$ cat config.mk
export PLATFORM = sky130hd
export DESIGN_NAME = voice_mixer
export DESIGN_NICKNAME = d
export VERILOG_FILES = /design/src/rtl/voice_mixer.sv
export SDC_FILE = /design/constraint.sdc
export NUM_CORES = 1
export LEC_CHECK = 0
export ABC_AREA = 1
export ABC_CLOCK_PERIOD_IN_PS = 5630
export CORE_MARGIN = 2
export CORE_UTILIZATION = 55
export CTS_CLUSTER_SIZE = 16
export DETAILED_ROUTE_END_ITERATION = 8
export PLACE_DENSITY = 0.8
export SLEW_MARGIN = 25
export SYNTH_ARGS = -nofsm -noshare
export SYNTH_HDL_FRONTEND = slang
export SYNTH_SLANG_ARGS = --single-unit
export TNS_END_PERCENT = 20
$ cat constraint.sdc
create_clock -name clk_in -period 5.63 [get_ports clk_in]
set_input_delay 1.4075 -clock clk_in [delete_from_list [all_inputs] [get_ports clk_in]]
set_output_delay 1.4075 -clock clk_in [all_outputs]
set_load 0.05 [all_outputs]
$ cat src/rtl/voice_mixer.sv
// voice_mixer: once per audio period, snapshots the oscillator samples, sums the
// enabled voices one per cycle, normalises by floor(log2(active voices)), saturates
// and offers the result to i2s_tx over a valid/ready handshake.
// Optional soft-knee clipping stage: define VOICE_MIXER_SOFT_CLIP_EN.
module voice_mixer #(
   parameter int unsigned NUM_OSCILLATORS = 4,
   parameter int unsigned SAMPLE_WIDTH    = 16,
   parameter int unsigned CLK_PER_SAMPLE  = 2268,
   parameter int unsigned OVR_WIDTH       = 8
) (
   input  logic                       clk_in,
   input  logic                       rst_in,
   input  logic [NUM_OSCILLATORS-1:0] is_on_in,
   input  logic [SAMPLE_WIDTH-1:0]    osc_data_in [NUM_OSCILLATORS],
   output logic [SAMPLE_WIDTH-1:0]    stream_out,
   output logic                       stream_valid_out,
   input  logic                       stream_ready_in,
   output logic [OVR_WIDTH-1:0]       overrun_count_out
);

   // Wide enough that summing every voice at full scale never wraps.
   localparam int unsigned AccW = SAMPLE_WIDTH + $clog2(NUM_OSCILLATORS) + 1;
   localparam int unsigned CntW = (CLK_PER_SAMPLE > 1) ? $clog2(CLK_PER_SAMPLE) : 1;
   localparam int unsigned IdxW = (NUM_OSCILLATORS > 1) ? $clog2(NUM_OSCILLATORS) : 1;
   localparam int unsigned ActW = $clog2(NUM_OSCILLATORS + 1);
   localparam int unsigned ShW  = (ActW > 1) ? $clog2(ActW) : 1;

   localparam logic [CntW-1:0] LastCnt = CntW'(CLK_PER_SAMPLE - 1);
   localparam logic [IdxW-1:0] LastIdx = IdxW'(NUM_OSCILLATORS - 1);
   localparam logic signed [AccW-1:0] SatMax =
      {{(AccW - SAMPLE_WIDTH + 1){1'b0}}, {(SAMPLE_WIDTH - 1){1'b1}}};
   localparam logic signed [AccW-1:0] SatMin =
      {{(AccW - SAMPLE_WIDTH + 1){1'b1}}, {(SAMPLE_WIDTH - 1){1'b0}}};
`ifdef VOICE_MIXER_SOFT_CLIP_EN
   // Knee at three quarters of full scale, minus one.
   localparam logic signed [AccW-1:0] SoftT = AccW'(3 * (2 ** (SAMPLE_WIDTH - 3)) - 1);
`endif

   typedef enum logic [2:0] {
      StIdle,
      StAccum,
      StNorm,
`ifdef VOICE_MIXER_SOFT_CLIP_EN
      StClip,
`endif
      StHold
   } state_e;

   state_e                     state_q, state_d;
   logic [CntW-1:0]            cnt_q, cnt_d;
   logic [NUM_OSCILLATORS-1:0] snap_on_q, snap_on_d;
   logic [SAMPLE_WIDTH-1:0]    snap_data_q [NUM_OSCILLATORS];
   logic [SAMPLE_WIDTH-1:0]    snap_data_d [NUM_OSCILLATORS];
   logic signed [AccW-1:0]     acc_q, acc_d;
   logic [ActW-1:0]            act_q, act_d;
   logic [IdxW-1:0]            idx_q, idx_d;
   logic [SAMPLE_WIDTH-1:0]    stream_q, stream_d;
   logic                       valid_q, valid_d;
   logic [OVR_WIDTH-1:0]       ovr_q, ovr_d;
`ifdef VOICE_MIXER_SOFT_CLIP_EN
   logic signed [AccW-1:0]     shift_q, shift_d;
`endif

   logic                       tick;
   logic [SAMPLE_WIDTH-1:0]    cur_sample;
   logic signed [AccW-1:0]     sample_ext;
   logic [ShW-1:0]             shamt;
   logic signed [AccW-1:0]     shifted;

   function automatic logic [SAMPLE_WIDTH-1:0] saturate(input logic signed [AccW-1:0] x);
      if (x > SatMax) return SatMax[SAMPLE_WIDTH-1:0];
      if (x < SatMin) return SatMin[SAMPLE_WIDTH-1:0];
      return x[SAMPLE_WIDTH-1:0];
   endfunction

`ifdef VOICE_MIXER_SOFT_CLIP_EN
   // Above the knee the excess magnitude is compressed 4:1, sign preserved.
   function automatic logic signed [AccW-1:0] soft_clip(input logic signed [AccW-1:0] x);
      logic signed [AccW-1:0] mag;
      mag = x[AccW-1] ? -x : x;
      if (mag > SoftT) mag = SoftT + ((mag - SoftT) >>> 2);
      return x[AccW-1] ? -mag : mag;
   endfunction
`endif

   assign tick       = (cnt_q == LastCnt);
   assign cur_sample = snap_data_q[idx_q];
   assign sample_ext = {{(AccW - SAMPLE_WIDTH){cur_sample[SAMPLE_WIDTH-1]}}, cur_sample};
   assign shifted    = acc_q >>> shamt;

   // Normalising shift: index of the highest set bit of the active count (0 for 0 or 1).
   always_comb begin
      shamt = '0;
      for (int unsigned i = 1; i < ActW; i++) begin
         if (act_q[i]) shamt = ShW'(i);
      end
   end

   // FSM state register.
   always_ff @(posedge clk_in or posedge rst_in) begin
      if (rst_in) state_q <= StIdle;
      else        state_q <= state_d;
   end

   // FSM next-state logic.
   always_comb begin
      state_d = state_q;
      unique case (state_q)
         StIdle:  if (tick) state_d = StAccum;
         StAccum: if (idx_q == LastIdx) state_d = StNorm;
`ifdef VOICE_MIXER_SOFT_CLIP_EN
         StNorm:  state_d = StClip;
         StClip:  state_d = StHold;
`else
         StNorm:  state_d = StHold;
`endif
         StHold:  if (valid_q && stream_ready_in) state_d = StIdle;
         default: state_d = StIdle;
      endcase
   end

   // Datapath and output next-state, decoded from the FSM state.
   always_comb begin
      cnt_d       = tick ? '0 : cnt_q + CntW'(1);
      snap_on_d   = snap_on_q;
      snap_data_d = snap_data_q;
      acc_d       = acc_q;
      act_d       = act_q;
      idx_d       = idx_q;
      stream_d    = stream_q;
      valid_d     = valid_q;
      ovr_d       = ovr_q;
`ifdef VOICE_MIXER_SOFT_CLIP_EN
      shift_d     = shift_q;
`endif
      // A tick outside IDLE (including on a transfer cycle) is a dropped period.
      if (tick && (state_q != StIdle) && (ovr_q != '1)) ovr_d = ovr_q + OVR_WIDTH'(1);
      unique case (state_q)
         StIdle: begin
            if (tick) begin
               snap_on_d   = is_on_in;
               snap_data_d = osc_data_in;
               acc_d       = '0;
               act_d       = '0;
               idx_d       = '0;
            end
         end
         StAccum: begin
            if (snap_on_q[idx_q]) begin
               acc_d = acc_q + sample_ext;
               act_d = act_q + ActW'(1);
            end
            idx_d = idx_q + IdxW'(1);
         end
         StNorm: begin
`ifdef VOICE_MIXER_SOFT_CLIP_EN
            shift_d  = shifted;
`else
            stream_d = saturate(shifted);
            valid_d  = 1'b1;
`endif
         end
`ifdef VOICE_MIXER_SOFT_CLIP_EN
         StClip: begin
            stream_d = saturate(soft_clip(shift_q));
            valid_d  = 1'b1;
         end
`endif
         StHold: begin
            if (stream_ready_in) valid_d = 1'b0;
         end
         default: ;
      endcase
   end

   // Datapath registers; reset clears everything so no partial sample survives.
   always_ff @(posedge clk_in or posedge rst_in) begin
      if (rst_in) begin
         cnt_q       <= '0;
         snap_on_q   <= '0;
         snap_data_q <= '{default: '0};
         acc_q       <= '0;
         act_q       <= '0;
         idx_q       <= '0;
         stream_q    <= '0;
         valid_q     <= 1'b0;
         ovr_q       <= '0;
`ifdef VOICE_MIXER_SOFT_CLIP_EN
         shift_q     <= '0;
`endif
      end else begin
         cnt_q       <= cnt_d;
         snap_on_q   <= snap_on_d;
         snap_data_q <= snap_data_d;
         acc_q       <= acc_d;
         act_q       <= act_d;
         idx_q       <= idx_d;
         stream_q    <= stream_d;
         valid_q     <= valid_d;
         ovr_q       <= ovr_d;
`ifdef VOICE_MIXER_SOFT_CLIP_EN
         shift_q     <= shift_d;
`endif
      end
   end

   assign stream_out        = stream_q;
   assign stream_valid_out  = valid_q;
   assign overrun_count_out = ovr_q;

endmodule

Word-level counts from Yosys, hierarchy flattened
Cells that the tools add are included.
- register bits: 132
- input port bits: 71
- output and inout port bits: 25
- add/sub/neg operators: 5
- $lt $le $gt $ge: 4
- eq/ne operators: 11
- shifts and indexed selects: 1
- muxes and demuxes: 31
- bitwise operators: 1
- reduce and logical (&&, ||, !) cells: 12
- operators with widths (kind ; count):
    16-bit 2-to-1 mux ; 6
    19-bit 2-to-1 mux ; 2
    19-bit one-hot mux with 2 select lines ; 1
    16-bit binary-select mux with 2-bit select ; 1
    19-bit by 16-bit adder with 19-bit output ; 1
    19-bit by 16-bit > comparator with 1-bit output (second input constant) ; 1
    19-bit by 16-bit < comparator with 1-bit output (second input constant) ; 1
    19-bit by 2-bit >>> shifter with 19-bit output ; 1
    3-bit 2-to-1 mux ; 5
    12-bit by 1-bit adder with 12-bit output (second input constant) ; 1
    12-bit equality test (second input constant) ; 1
    12-bit 2-to-1 mux ; 1
    3-bit one-hot mux with 4 select lines ; 1
    2-bit != test (second input constant) ; 5
    8-bit by 1-bit adder with 8-bit output (second input constant) ; 1
    1-bit 2-to-1 mux ; 8
    8-bit != test (second input constant) ; 1
    3-bit by 2-bit equality test with 1-bit output (second input constant) ; 2
    3-bit one-hot mux with 2 select lines ; 1
    2-bit AND reduction ; 3
    3-bit AND reduction ; 2
    2-bit 2-to-1 mux ; 2
    2-bit one-hot mux with 2 select lines ; 1
    2-bit nonzero test ; 2
    other kinds (12) ; 14

Logic depth before layout (Yosys ltp)
- depth after elaboration: 10
- depth in mapped cells: 17
- gate-level depth less buffers: 15

Least setup slack after synthesis
Ideal clock, no wire load.
- kind: reg-to-reg
- from: reg idx_q[0]
- to: reg acc_q[12]
- library setup time: 0.117 ns
- data arrival time: 2.221 ns
- path slack: 3.291 ns
- cell stages (with the launch flop): 16
- period minus slack after synthesis: 2.339 ns
- cell sequence: dfrtp_1 buf_2 inv_2 clkbuf_1 o21ai_0 o22ai_1 ha_1 fa_1 nand3_1 nand3_1 nand2_1 nand2_1 nand2_1 nand3b_1 nand3_1 nand2_1
- word-level cells in the longest chain between the ends: 7
- elaborated cells on any way between the ends: 11
- those cells by class: add/sub (1); eq/ne (1); mux (7); bitwise (1); reduce/logical (1)
- ends and longest elaborated chain (what ; RTL line ; text):
    start, declared ; 56 ; logic [IdxW-1:0] idx_q, idx_d;
    start signal, assigned ; 197 ; idx_q <= idx_d;
    2-bit inverter with 3-bit output (implied by the code) ; 87 ; assign cur_sample = snap_data_q[idx_q];
    16-bit binary-select mux with 2-bit select ; 87 ;
    16-bit 2-to-1 mux (implied by the code) (2 in series) ; 87 ;
    19-bit by 16-bit adder with 19-bit output ; 150 ; acc_d = acc_q + sample_ext;
    19-bit 2-to-1 mux ; 149 ; if (snap_on_q[idx_q]) begin
    19-bit one-hot mux with 2 select lines ; 138 ; unique case (state_q)
    end signal, assigned ; 182 ; acc_q <= '0;
    end signal, assigned ; 195 ; acc_q <= acc_d;
    end, declared ; 54 ; logic signed [AccW-1:0] acc_q, acc_d;
Several ways; a longest one is shown, not always the timed one. The select of a mux whose other input is x is not followed.
A chain may end at the register's enable or synchronous reset.

Final worst setup path
- from: reg cnt_q[0]
- to: reg snap_data_q[1] (netlist bit)
- word-level cells in the longest chain between the ends: 2
- ends and longest elaborated chain (what ; RTL line ; text):
    start, declared ; 50 ; logic [CntW-1:0] cnt_q, cnt_d;
    start signal, assigned ; 192 ; cnt_q <= cnt_d;
    12-bit equality test ; 86 ; assign tick = (cnt_q == LastCnt);
    2-bit AND reduction (no line) ; n/a ;
    end signal, assigned ; 194 ; snap_data_q <= snap_data_d;
    end, declared ; 52 ; logic [SAMPLE_WIDTH-1:0] snap_data_q [NUM_OSCILLATORS];
No other way between the ends.

==> results.toml <==
[synthesis]
synth.most_common_cell = "nand2_1"
synth_top_area_share = 0.447
ys_warn_count = 0
synth-seq-cells = 131
synth_cell_types = 33
synth_ff_type = "dfrtp_1"
syn-mean-instance-area_sq_um = 7.27
synth_common_cells = "nand2_1 (420), dfrtp_1 (131), nor2_1 (91)"
synth_edf_count = 0
async_flop_share = 1.00
syn-num-nets = 1106
syn_inst = 1008
synthesis.area_sq_um = 7330
netlist.top_cell.by_area = "dfrtp_1"
yosysSeqAreaShare = 0.447
synthTopCellsByArea = "dfrtp_1 (45%), nand2_1 (22%), o21ai_0 (4.7%), nor2_1 (4.7%), ha_1 (4.4%)"

[timing]
min_period_ps = 3130
hold_viol = 0
slew_headroom = 0.349
skew_ps = 6.93
fmax_mhz = 319
rsz0062_at_grt = "no"
min_period_over_period = 0.556
finalSetupViolCount = 0
slew_viol_final = 0
setup_tns_ps = 0
worst_pin_slew_ps = 976

[detailed_routing]
drt_iter0_markers = 586
firstDrtPassIters = 5
ant_nets = 0
drc = 0
wire_per_inst_um = 13.6
num_vias = 6652
viasPerCell = 5.22
wirelength_mm = 17.3

[critical_path]
slowest_delay_ps = 890
cp-startpoint = "cnt_q[0]$_DFF_PP0_"
worstSetupStartpointType = "register"
crit_family = "buffers and inverters"
path_buf_inv = 3
worst_r2r_startpoint = "cnt_q[0]$_DFF_PP0_"
cp_cell_sequence = "ha_1 -> inv_1 -> nor3_2 -> nand3_4 -> nor2_4 -> buf_4 -> clkinv_2 -> nand2_1 -> nand2_1"
criticalPathCategory = "reg -> reg"
worstPathArrival_ps = 3430
worst_path_most_repeated_cell = "nand2_1"
crit_path_end_kind = "register"
critPathMaxFanout = 73
worstPathRequired_ps = 5930
cp_slowest_cell = "clkinv_2"

[floorplanning]
die_area_sq_um = 14300
chipHeight_um = 119
die_w_um = 119
initial_core_util = 0.558
rows = 42
core_sq_um = 13100
io_pins = 96

[global_routing]
grt_pass1_wl_mm = 29.1
antenna_found_initial = 0
gr-usage-met3 = 0.0474
grt.busiest_layer = "met2"
grt_pass1_vias = 6134
grt-ovfl-total = 0
grt_max_degree = 78
grt.total_usage = 0.256
met1_usage = 0.358
use_met2 = 0.389

[clocking]
clock_latency_ps = 430
tritoncts = "yes"
postCtsSetupBuffers = 0
cts-resized-gates = 0
clockBufferDepth = 2
htreeDepth = 4
cts_sinks = 131
numCtsBuffers = 17
cts-root-buf = "clkbuf_16"
hold_buffers = 0
clkTransAtPathRegs_ps = 50

[run]
maxCapViolations = 0

[worst_hold_path]
min_from = "snap_data_q[25]$_DFFE_PP0P_"
hold_class = "reg -> reg"

[place]
placed_cells = 1245
gp_congestion = 1.00
place_hpwl_mm = 12.3
port_buffers = 95

[power_and_ir_drop]
p_per_area_nw_per_um2 = 533
intPower_mw = 2.61
seqPwrFrac = 0.274
swShare = 0.448
p_clk_frac = 0.221
p_leak_nw = 4.19
pwr-share-comb = 0.505
ir_worst_vdd_uv = 257
switchingPower_mw = 2.12

[run_status]
status = "finished clean"

[finish]
fill_cells = 1147
final_net_count = 1186
layout-drive-gt1-share = 0.0401
multi_input_area_sq_um = 3550
instances_no_fill = 1274
area_growth_pct = 21.3
seqCellArea_sq_um = 3280
diodes = 0
[kinds of logic (layout without fill, tap and decap cells)]
kind of cell | after synthesis | in the layout | share of synthesized area
compound gates | 142 | 142 | 0.103
xor+xnor | 20 | 20 | 0.0239
fa+ha+maj | 27 | 27 | 0.0471
flops | 131 | 131 | 0.447
buf+inv | 118 | 208 | 0.0678
simple gates | 570 | 570 | 0.311
[power groups by stage]
stage,sequential [mW],clock [mW],combinational (mW)
global placement,1.30,0,2.31
floorplan,1.42,0,1.66
CTS,1.29,1.05,2.37
global route,1.32,1.11,2.72
finish,1.30,1.05,2.39
detailed placement,1.31,0,2.35
[per-stage QoR]
stage / setup slack (ps) / cell area (sq um) / power, mW / hold slack [ps] / util
5_1_grt: 2150 / 8880 / 5.15 / 476 / 0.676
2_1_floorplan: 725 / 7330 / 3.07 / 437 / -
6_report: 2500 / 8880 / 4.73 / 467 / 0.676
4_1_cts: 2520 / 8880 / 4.72 / 466 / 0.676
3_5_place_dp: 2670 / 8330 / 3.65 / 453 / 0.634
3_3_place_gp: 2670 / 8330 / 3.61 / 448 / 0.634
[worst paths after layout]
check / to / slack (ps) / cells past startpoint
max: snap_data_q[1]$_DFFE_PP0P_ / 2500 / 9
min reg2reg: snap_data_q[25]$_DFFE_PP0P_ / 470 / 2
max in group asynchronous: snap_data_q[28]$_DFFE_PP0P_ / 3170 / 3
min in group asynchronous: overrun_count_out[4]$_DFFE_PP0P_ / 1530 / 2
max reg2reg: snap_data_q[1]$_DFFE_PP0P_ / 2500 / 9
min: snap_data_q[25]$_DFFE_PP0P_ / 470 / 2
[placed cells by master, fill, tap and decap left out, types with 3 or more instances in the layout]
cell | synthesis | layout
o21ai_0 | 69 | 69
ha_1 | 26 | 26
xnor2_1 | 8 | 8
nor2_1 | 91 | 91
inv_1 | 75 | 74
buf_4 | 2 | 4
dfrtp_1 | 131 | 131
nor3_2 | 3 | 3
clkbuf_16 | 0 | 17
inv_2 | 5 | 4
clkinv_2 | 0 | 3
xor2_1 | 12 | 12
nand3b_1 | 7 | 7
nand3_1 | 29 | 29
nand4_1 | 6 | 6
nor3_1 | 8 | 8
a22oi_1 | 3 | 3
nand2_1 | 420 | 420
o21ai_1 | 11 | 11
a21oi_1 | 37 | 37
o22ai_1 | 16 | 16
clkbuf_1 | 19 | 5
clkdlybuf4s50_1 | 0 | 95
[layer usage]
metal | vias up | wire (um)
met1 | 3017 | 8060
met2 | 230 | 7660
met5 | - | 0
li1 | 3364 | -
met3 | 41 | 1010
met4 | 0 | 540
[flip-flops by register name, indices dropped and copies added (netlist names)]
name,cells
acc_q,19
act_q,3
cnt_q,12
idx_q,2
overrun_count_out,8
snap_data_q,64
snap_on_q,4
state_q,2
stream_out,16
stream_valid_out,1
[worst min-delay path: stages (launching register included)]
cell and delay (ps):
dfrtp_1 340, nand2_1 50, nand2_1 50
[area by class of cell]
cell class,count,area share
Inverter,80,0.0342
Multi-Input combinational cell,759,0.400
Tap cell,176,0.0248
Timing Repair Buffer,99,0.110
Sequential cell,131,0.369
Clock buffer,24,0.0531
Clock inverter,5,0.00887
Power figures use the tool's default switching activity.
